--- src/rtl/roi_buffer_sequencer_if.sv ---
// ROI sequencer bus: pixel-stream control in, BRAM ping-pong control out.
// The stream source drives through master; the sequencer is the slave.
interface roi_buffer_sequencer_if;
    logic               in_extended_roi;
    logic               roi_end;
    logic               center_vsync;
    logic               point_valid;
    logic [11:0]        point_x0;
    logic [10:0]        point_y0;
    logic [9:0]         write_addr;
    logic [9:0]         read_addr;
    logic               we_a;
    logic               we_b;
    logic               bank_sel;
    logic               rd_en;
    logic               rd_oob;
    logic signed [16:0] read_offset;
    logic               busy;
    logic               frame_err;

    modport master (
        output in_extended_roi, roi_end, center_vsync,
        output point_valid, point_x0, point_y0,
        input  write_addr, read_addr, we_a, we_b, bank_sel,
        input  rd_en, rd_oob, read_offset, busy, frame_err
    );

    modport slave (
        input  in_extended_roi, roi_end, center_vsync,
        input  point_valid, point_x0, point_y0,
        output write_addr, read_addr, we_a, we_b, bank_sel,
        output rd_en, rd_oob, read_offset, busy, frame_err
    );
endinterface

--- src/rtl/roi_buffer_sequencer.sv ---
// Ping-pong ROI buffer sequencer: writes the current ROI into one bank
// while reading the previous ROI, shifted by the point motion, from the other.
module roi_buffer_sequencer #(
    parameter int NEIGH_SIZE   = 10,
    parameter int BORDER_WIDTH = 2,
    parameter int READ_LATENCY = 2
) (
    input logic                   clk,
    input logic                   rst,
    roi_buffer_sequencer_if.slave bus
);
    localparam int WINDOW   = 2 * (NEIGH_SIZE + BORDER_WIDTH) + 1;
    localparam int ADDR_LIM = WINDOW * WINDOW - 1;
    localparam logic [9:0]         LIM10 = 10'(ADDR_LIM);
    localparam logic signed [17:0] LIM18 = 18'(ADDR_LIM);
    localparam logic [17:0]        LAT18 = 18'(READ_LATENCY);
    localparam logic [23:0]        WIN24 = 24'(WINDOW);

    typedef enum logic [2:0] {
        IDLE, FILL, WAIT_VSYNC, CALC1, CALC2, STREAM
    } state_t;

    state_t             state;
    logic               vs_q;
    logic               have_prev;
    logic [11:0]        pend_x, prev_x;
    logic [10:0]        pend_y, prev_y;
    logic signed [12:0] dx;
    logic signed [23:0] dy_mul;
    logic [9:0]         write_addr;
    logic signed [16:0] read_offset;
    logic               bank_sel;
    logic               frame_err;

    logic               vs_edge;
    logic               writing;
    logic               wr;
    logic [9:0]         wa_next;
    logic [11:0]        dy_c;
    logic [11:0]        new_x;
    logic [10:0]        new_y;
    logic signed [24:0] off_sum;
    logic signed [16:0] off_sat;
    logic signed [17:0] s;
    logic [9:0]         ra;
    logic               clamped;

    assign vs_edge = bus.center_vsync & ~vs_q;
    assign writing = (state == FILL) | (state == CALC1) |
                     (state == CALC2) | (state == STREAM);
    assign wr      = bus.in_extended_roi & writing;
    assign wa_next = (write_addr == LIM10) ? 10'd0 : write_addr + 10'd1;
    assign dy_c    = {1'b0, pend_y} - {1'b0, prev_y};
    assign new_x   = bus.point_valid ? bus.point_x0 : pend_x;
    assign new_y   = bus.point_valid ? bus.point_y0 : pend_y;

    // Offset sum with saturation to the 17-bit signed output range
    always_comb begin
        off_sum = {{12{dx[12]}}, dx} + {dy_mul[23], dy_mul};
        if (off_sum > 25'sd65535)
            off_sat = 17'sh0FFFF;
        else if (off_sum < -25'sd65536)
            off_sat = 17'sh10000;
        else
            off_sat = off_sum[16:0];
    end

    assign s = {8'd0, write_addr} + {read_offset[16], read_offset} + LAT18;

    // Read address clamp into the window; clamping marks out-of-bounds
    always_comb begin
        ra      = s[9:0];
        clamped = 1'b0;
        if (s[17]) begin
            ra      = 10'd0;
            clamped = 1'b1;
        end else if (s > LIM18) begin
            ra      = LIM10;
            clamped = 1'b1;
        end
    end

    assign bus.we_a        = wr & bank_sel;
    assign bus.we_b        = wr & ~bank_sel;
    assign bus.rd_en       = bus.in_extended_roi & (state == STREAM);
    assign bus.rd_oob      = bus.rd_en & clamped;
    assign bus.read_addr   = ra;
    assign bus.write_addr  = write_addr;
    assign bus.read_offset = read_offset;
    assign bus.bank_sel    = bank_sel;
    assign bus.busy        = (state == CALC1) | (state == CALC2);
    assign bus.frame_err   = frame_err;

    // Frame sequencing FSM with bank swap, address and offset registers
    always_ff @(posedge clk or posedge rst) begin
        if (rst) begin
            state       <= IDLE;
            vs_q        <= 1'b0;
            have_prev   <= 1'b0;
            pend_x      <= '0;
            pend_y      <= '0;
            prev_x      <= '0;
            prev_y      <= '0;
            dx          <= '0;
            dy_mul      <= '0;
            write_addr  <= '0;
            read_offset <= '0;
            bank_sel    <= 1'b0;
            frame_err   <= 1'b0;
        end else begin
            vs_q      <= bus.center_vsync;
            frame_err <= 1'b0;
            if (bus.point_valid) begin
                pend_x <= bus.point_x0;
                pend_y <= bus.point_y0;
            end
            if (wr)
                write_addr <= wa_next;
            unique case (state)
                IDLE: begin
                    if (vs_edge)
                        state <= FILL;
                end
                FILL, STREAM: begin
                    if (bus.roi_end) begin
                        prev_x    <= new_x;
                        prev_y    <= new_y;
                        have_prev <= 1'b1;
                        state     <= WAIT_VSYNC;
                        if (vs_edge) begin
                            bank_sel   <= ~bank_sel;
                            write_addr <= '0;
                            state      <= CALC1;
                        end
                    end else if (vs_edge) begin
                        frame_err  <= 1'b1;
                        have_prev  <= 1'b0;
                        bank_sel   <= ~bank_sel;
                        write_addr <= '0;
                        state      <= FILL;
                    end
                end
                WAIT_VSYNC: begin
                    if (vs_edge) begin
                        bank_sel   <= ~bank_sel;
                        write_addr <= '0;
                        state      <= have_prev ? CALC1 : FILL;
                    end
                end
                CALC1: begin
                    dx     <= {1'b0, pend_x} - {1'b0, prev_x};
                    dy_mul <= {{12{dy_c[11]}}, dy_c} * WIN24;
                    if (vs_edge)
                        frame_err <= 1'b1;
                    state <= CALC2;
                end
                CALC2: begin
                    read_offset <= off_sat;
                    if (vs_edge)
                        frame_err <= 1'b1;
                    state <= STREAM;
                end
                default: state <= IDLE;
            endcase
        end
    end
endmodule

--- src/flat_wrapper.sv ---
// flat-port wrapper written by rule: the top's interface ports become plain ports
module roi_buffer_sequencer_flat 
#(
    parameter int NEIGH_SIZE   = 10,
    parameter int BORDER_WIDTH = 2,
    parameter int READ_LATENCY = 2
)
  (clk, rst, bus_in_extended_roi, bus_roi_end, bus_center_vsync, bus_point_valid, bus_point_x0, bus_point_y0, bus_write_addr, bus_read_addr, bus_we_a, bus_we_b, bus_bank_sel, bus_rd_en, bus_rd_oob, bus_read_offset, bus_busy, bus_frame_err);
  roi_buffer_sequencer_if bus_i ();
  input logic clk;
  input logic rst;
  input wire logic [$bits(bus_i.in_extended_roi)-1:0] bus_in_extended_roi;
  input wire logic [$bits(bus_i.roi_end)-1:0] bus_roi_end;
  input wire logic [$bits(bus_i.center_vsync)-1:0] bus_center_vsync;
  input wire logic [$bits(bus_i.point_valid)-1:0] bus_point_valid;
  input wire logic [$bits(bus_i.point_x0)-1:0] bus_point_x0;
  input wire logic [$bits(bus_i.point_y0)-1:0] bus_point_y0;
  output wire logic [$bits(bus_i.write_addr)-1:0] bus_write_addr;
  output wire logic [$bits(bus_i.read_addr)-1:0] bus_read_addr;
  output wire logic [$bits(bus_i.we_a)-1:0] bus_we_a;
  output wire logic [$bits(bus_i.we_b)-1:0] bus_we_b;
  output wire logic [$bits(bus_i.bank_sel)-1:0] bus_bank_sel;
  output wire logic [$bits(bus_i.rd_en)-1:0] bus_rd_en;
  output wire logic [$bits(bus_i.rd_oob)-1:0] bus_rd_oob;
  output wire logic [$bits(bus_i.read_offset)-1:0] bus_read_offset;
  output wire logic [$bits(bus_i.busy)-1:0] bus_busy;
  output wire logic [$bits(bus_i.frame_err)-1:0] bus_frame_err;
  assign bus_i.in_extended_roi = bus_in_extended_roi;
  assign bus_i.roi_end = bus_roi_end;
  assign bus_i.center_vsync = bus_center_vsync;
  assign bus_i.point_valid = bus_point_valid;
  assign bus_i.point_x0 = bus_point_x0;
  assign bus_i.point_y0 = bus_point_y0;
  assign bus_write_addr = bus_i.write_addr;
  assign bus_read_addr = bus_i.read_addr;
  assign bus_we_a = bus_i.we_a;
  assign bus_we_b = bus_i.we_b;
  assign bus_bank_sel = bus_i.bank_sel;
  assign bus_rd_en = bus_i.rd_en;
  assign bus_rd_oob = bus_i.rd_oob;
  assign bus_read_offset = bus_i.read_offset;
  assign bus_busy = bus_i.busy;
  assign bus_frame_err = bus_i.frame_err;
  roi_buffer_sequencer #(.NEIGH_SIZE(NEIGH_SIZE), .BORDER_WIDTH(BORDER_WIDTH), .READ_LATENCY(READ_LATENCY)) u_core (.clk(clk), .rst(rst), .bus(bus_i));
endmodule
--- config.mk ---
export PLATFORM = sky130hd
export DESIGN_NAME = roi_buffer_sequencer_flat
export DESIGN_NICKNAME = d
export VERILOG_FILES = /design/src/rtl/roi_buffer_sequencer_if.sv /design/src/rtl/roi_buffer_sequencer.sv /design/src/flat_wrapper.sv
export SDC_FILE = /design/constraint.sdc
export NUM_CORES = 1
export LEC_CHECK = 0
export BUFFER_PORTS_ARGS = -buffer_cell sky130_fd_sc_hd__buf_4
export CAP_MARGIN = 20
export CORE_MARGIN = 2
export CORE_UTILIZATION = 30
export CTS_CLUSTER_DIAMETER = 50
export DETAILED_ROUTE_END_ITERATION = 8
export PLACE_DENSITY = 0.45
export SYNTH_ARGS = -nofsm -noshare
export SYNTH_HDL_FRONTEND = slang
export SYNTH_SLANG_ARGS = --single-unit
--- constraint.sdc ---
create_clock -name clk -period 6.1 [get_ports clk]
set_input_delay 1.22 -clock clk [delete_from_list [all_inputs] [get_ports clk]]
set_output_delay 1.22 -clock clk [all_outputs]
set_load 0.03 [all_outputs]
Yosys cells after proc, flatten, opt, wreduce, memory -nomap -nowiden
Index checks and enable logic that the tools add are counted. Widths: inputs -> output; s select.

Logic and storage cells: 73. Bits in registers: 111.

$mul: 1. Magnitude comparators: 3. Bitwise gates (word level): 12. Reductions and logical operators: 8. Eq/ne operators: 7. Muxes and demuxes: 23. Add/subtract/negate cells: 6.

Operators by type and width (count): $mux 10 (6); $mux 17 (2); $gt 25x17->1 const B (1); $lt 25x17->1 const B (1); $add 13x18->19 (1); $add 11x17->18 (1); $add 18x2->18 const B (1); $gt 18x11->1 const B (1); $mul 12x6->18 const B (1); $pmux 3 s5 (1); $sub 12x12->13 (1); $mux 12 (1); $sub 11x11->12 (1); $mux 11 (1); $add 10x1->10 const B (1); $eq 10x10->1 const B (1); $mux 3 (3); $mux 1 (7); $and 1x1->1 (6); $eq 3x2->1 const B (2); $eq 3x3->1 const B (2); $reduce_and 2->1 (3); $or 1x1->1 (4); $reduce_or 2->1 (2); other kinds (8) (9).

Longest topological paths before layout
Word-level depth: 8. Mapped depth: 22. Gate-level depth less buffers: 22.

Worst setup path after synthesis
No wires, ideal clock.

Path kind: register to output. Start: reg u_core.write_addr[1] (netlist: u_core.bus.write_addr[1]). End: out bus_read_addr[7]. Arrival time: 3575 ps. Path slack: 1305 ps. Stages on the path, launching flop included: 13. Path buffers: 0. Data required time: 4880 ps. Path through: dfrtp_1 -> inv_1 -> ha_1 -> inv_1 -> ha_1 -> fa_1 -> a21o_1 -> a221oi_1 -> o21ai_0 -> a21oi_1 -> mux2_2 -> o311ai_0 -> nor3_1.

Cells in the longest elaborated chain, start to end: 5.

Ends and longest elaborated chain: start, declared (line roi_buffer_sequencer.sv:30) `logic [9:0] write_addr;`; start signal, assigned (line roi_buffer_sequencer.sv:118) `write_addr <= wa_next;`; $add 11x17->18 (*) (line roi_buffer_sequencer.sv:68) `assign s = {8'd0, write_addr} + {read_offset[16], read_offset} + LAT18;`; $add 18x2->18 (*) (line roi_buffer_sequencer.sv:68); $gt 18x11->1 (line roi_buffer_sequencer.sv:77) `end else if (s > LIM18) begin`; $mux 10 (line roi_buffer_sequencer.sv:77); $mux 10 (*) (line roi_buffer_sequencer.sv:74) `if (s[17]) begin`; end, declared (line flat_wrapper.sv:19) `output wire logic [$bits(bus_i.read_addr)-1:0] bus_read_addr;`.

Every way passes the cells marked *; elsewhere a longest branch is shown, timed or not.

Worst setup path in the final report
Start: reg u_core.write_addr[1] (netlist: u_core.bus.write_addr[1]). End: out bus_read_addr[4].

Same word-level chain as after synthesis.

==> impl_metrics.py <==
metrics = {
    "detailed_routing": {
        "vias": 6218,
        "wl_um": 17800,
        "drtIter0Drc": 248,
        "drc": 0,
        "vias_per_cell": 4.73,
        "wl_per_cell_um": 13.6,
        "antenna_left": 0,
        "dr.pass1.iters": 4,
    },
    "clocking": {
        "postCtsSetupRepairBufs": 0,
        "ctsLongestPathBuffers": 2,
        "cts-resized-gates": 0,
        "cts_tree": "done",
        "cts.clk_slew.worst_paths_ps": 80,
        "cts.sinks": 111,
        "ctsHoldBuffers": 0,
        "cts-root-buf": "clkbuf_16",
        "htree_levels": 3,
        "clk_latency_ps": 350,
        "cts_made_buffers": 9,
    },
    "timing": {
        "fin_worst_skew_ps": 8.53,
        "clock.fmax_mhz": 189,
        "maxSlewHeadroom_pct": 44.6,
        "fin_crit_sh_pct": 86.8,
        "fin_crit_ps": 5290,
        "setup_violations": 0,
        "tns_ps": 0,
        "hold_violations": 0,
        "slew_viol_final": 0,
        "rsz0062_at_grt": "false",
        "tightest_slew_ps": 821,
    },
    "synthesis": {
        "synthFlopType": "dfrtp_1",
        "synth_top_area_share_pct": 33.3,
        "synth_edf_count": 0,
        "synth_adder_area_share_pct": 18.1,
        "synth_top_family_by_area": "adder cells",
        "netlist_top_cells_area": "dfrtp_1 (33%), ha_1 (15%), mux2_2 (6.6%), inv_1 (3.2%), nand2_1 (3.2%)",
        "synth-seq-area-share_pct": 33.3,
        "muxShareOfSynthArea_pct": 6.85,
        "yosysWarnings": 0,
        "synth-async-reset-ratio_pct": 100,
        "ys_types": 67,
        "synthCells": 868,
        "synth_area_per_cell_um2": 9.62,
        "synth_compound_area_share_pct": 16.7,
        "yosysTopAreaCell": "dfrtp_1",
        "synthesis.area_um2": 8350,
        "yosys.area_share.simple_pct": 14.1,
        "synth-xor-area-share_pct": 6.29,
        "ys_seq_elements": 111,
        "syn_nets": 1010,
    },
    "layout": {
        "final_common_cell": "dfrtp_1",
        "drive_above_1_share_pct": 18.1,
        "final_cell_mix": "dfrtp_1 (111), ha_1 (100), buf_4 (77), nand2_1 (71), inv_1 (70)",
        "num-nets-final": 1073,
        "syn_to_final_growth_pct": 14.7,
        "antenna_cells": 0,
        "num-fill-cells": 2906,
    },
    "global_routing": {
        "grt_pass1_wl_um": 30800,
        "grt_pass1_vias": 6197,
        "grt_usage_pct": 12.9,
        "grt_max_degree": 61,
        "antenna_found_initial": 0,
        "grt-ovfl-total": 0,
    },
    "floorplanning": {
        "core_um2": 27600,
        "fp.dieH_um": 171,
        "dieWidth_um": 171,
        "rows": 61,
        "num_io_pins": 73,
        "die-area_um2": 29200,
        "start_util_pct": 30.2,
    },
    "worst_setup_path": {
        "crit_arrival_ps": 4070,
        "crit_required_ps": 4880,
        "worstSetupEndpoint": "bus_read_addr[4]",
        "reg2reg_depth": 19,
        "critPathLaunch": "u_core.bus.write_addr[1]",
        "worst-r2r-setup-slack_ps": 930,
        "crit_path_top_delay_cell": "a221oi_1",
        "max_stage_delay_ps": 460,
        "crit_type": "reg -> out",
        "path_max_fanout": 5,
        "worstSetupStartpointType": "register",
        "r2r-start": "u_core.prev_y[0]",
        "r2r_end": "u_core.dy_mul[16]",
        "cp_cell_sequence": "inv_1, ha_1, inv_1, ha_1, fa_1, a21o_1, a221oi_1, o21ai_0, a21oi_1, mux2_2, o311ai_0, or2_2, o21a_1, buf_4",
        "cp-end-kind": "output pin",
    },
    "flow_run": {
        "cap_violations": 0,
    },
    "outcome": {
        "outcome": "finished clean",
    },
    "placed_design": {
        "dpl.hpwl_um": 14000,
        "gp_congestion": 0.783,
        "io_buffers": 72,
    },
    "worst_hold_path": {
        "hp-class": "reg -> reg",
    },
}
-- cell families after synthesis --
group / count (synthesis)
simple gates: 237
compound gates: 199
fa+ha+maj: 113
flops: 111
buf+inv: 97
xor+xnor: 60
mux: 51
-- per-layer routing --
| layer | track usage (%) | vias up | routed length [µm] |
|---|---|---|---|
| li1 | - | 3228 | - |
| met1 | 18.1 | 2916 | 9300 |
| met2 | 20.9 | 61 | 7880 |
| met5 | 0 | - | 0 |
| met3 | 1.57 | 13 | 417 |
| met4 | 3.94 | 0 | 229 |
-- through the flow --
| step | hold slack, ps | std cells | utilization, % | setup WS [ps] | area, µm² |
|---|---|---|---|---|---|
| after floorplan | 440 | 868 | - | 1310 | 8350 |
| after global placement | 455 | 1297 | 33.6 | 1070 | 9290 |
| after detailed placement | 466 | 1297 | 33.6 | 905 | 9290 |
| after CTS | 486 | 1313 | 34.6 | 744 | 9570 |
| after global routing | 500 | 1314 | 34.7 | 408 | 9580 |
| final | 481 | 1314 | 34.7 | 805 | 9580 |
-- sequential cells by signal, indices dropped and copies added, names as in the netlist --
register and count:
u_core.bus.bank_sel 1, u_core.dy_mul 18, u_core.have_prev 1, u_core.vs_q 1, u_core.state 3, u_core.pend_x 12
u_core.dx 13, u_core.prev_x 12, u_core.bus.read_offset 17, u_core.prev_y 11, u_core.bus.frame_err 1, u_core.pend_y 11
u_core.bus.write_addr 10
-- layout make-up --
type,count,area (µm²),area share [%]
Multi-Input combinational cell,660,5200,54.2
Sequential cell,111,2780,29.0
Timing Repair Buffer,78,589,6.15
Tap cell,378,473,4.94
Inverter,71,269,2.81
Clock buffer,12,246,2.57
Clock inverter,4,28.8,0.300
-- how the worst min path moves through the flow --
stage | end | from | slack, ps | depth (start not counted)
final | u_core.have_prev | u_core.have_prev | 480 | 2
after global placement | u_core.have_prev | u_core.have_prev | 450 | 2
after floorplan | u_core.have_prev | u_core.have_prev | 440 | 2
after global routing | u_core.have_prev | u_core.have_prev | 500 | 2
after CTS | u_core.have_prev | u_core.have_prev | 490 | 2
after detailed placement | u_core.have_prev | u_core.have_prev | 470 | 2
-- critical path, delay by kind of cell (launching register included) --
family / cells / cell delay [ps]
muxes: 1 / 180
AOI/OAI and AO/OA: 6 / 1490
adders and majority gates: 3 / 910
and+or+nand+nor: 1 / 460
DFF: 1 / 390
buffers and inverters: 3 / 290
-- synth_stat cells, types with 20 or more instances --
library cell,count
clkbuf_1,20
nand2_1,71
a21oi_1,42
nor3_1,21
inv_1,71
ha_1,100
xor2_1,30
o21ai_0,48
dfrtp_1,111
mux2_2,49
nor2_1,52
xnor2_1,30
Power is not shown: default switching activity piles up to over one toggle a cycle in this logic, so the estimate is an artifact.
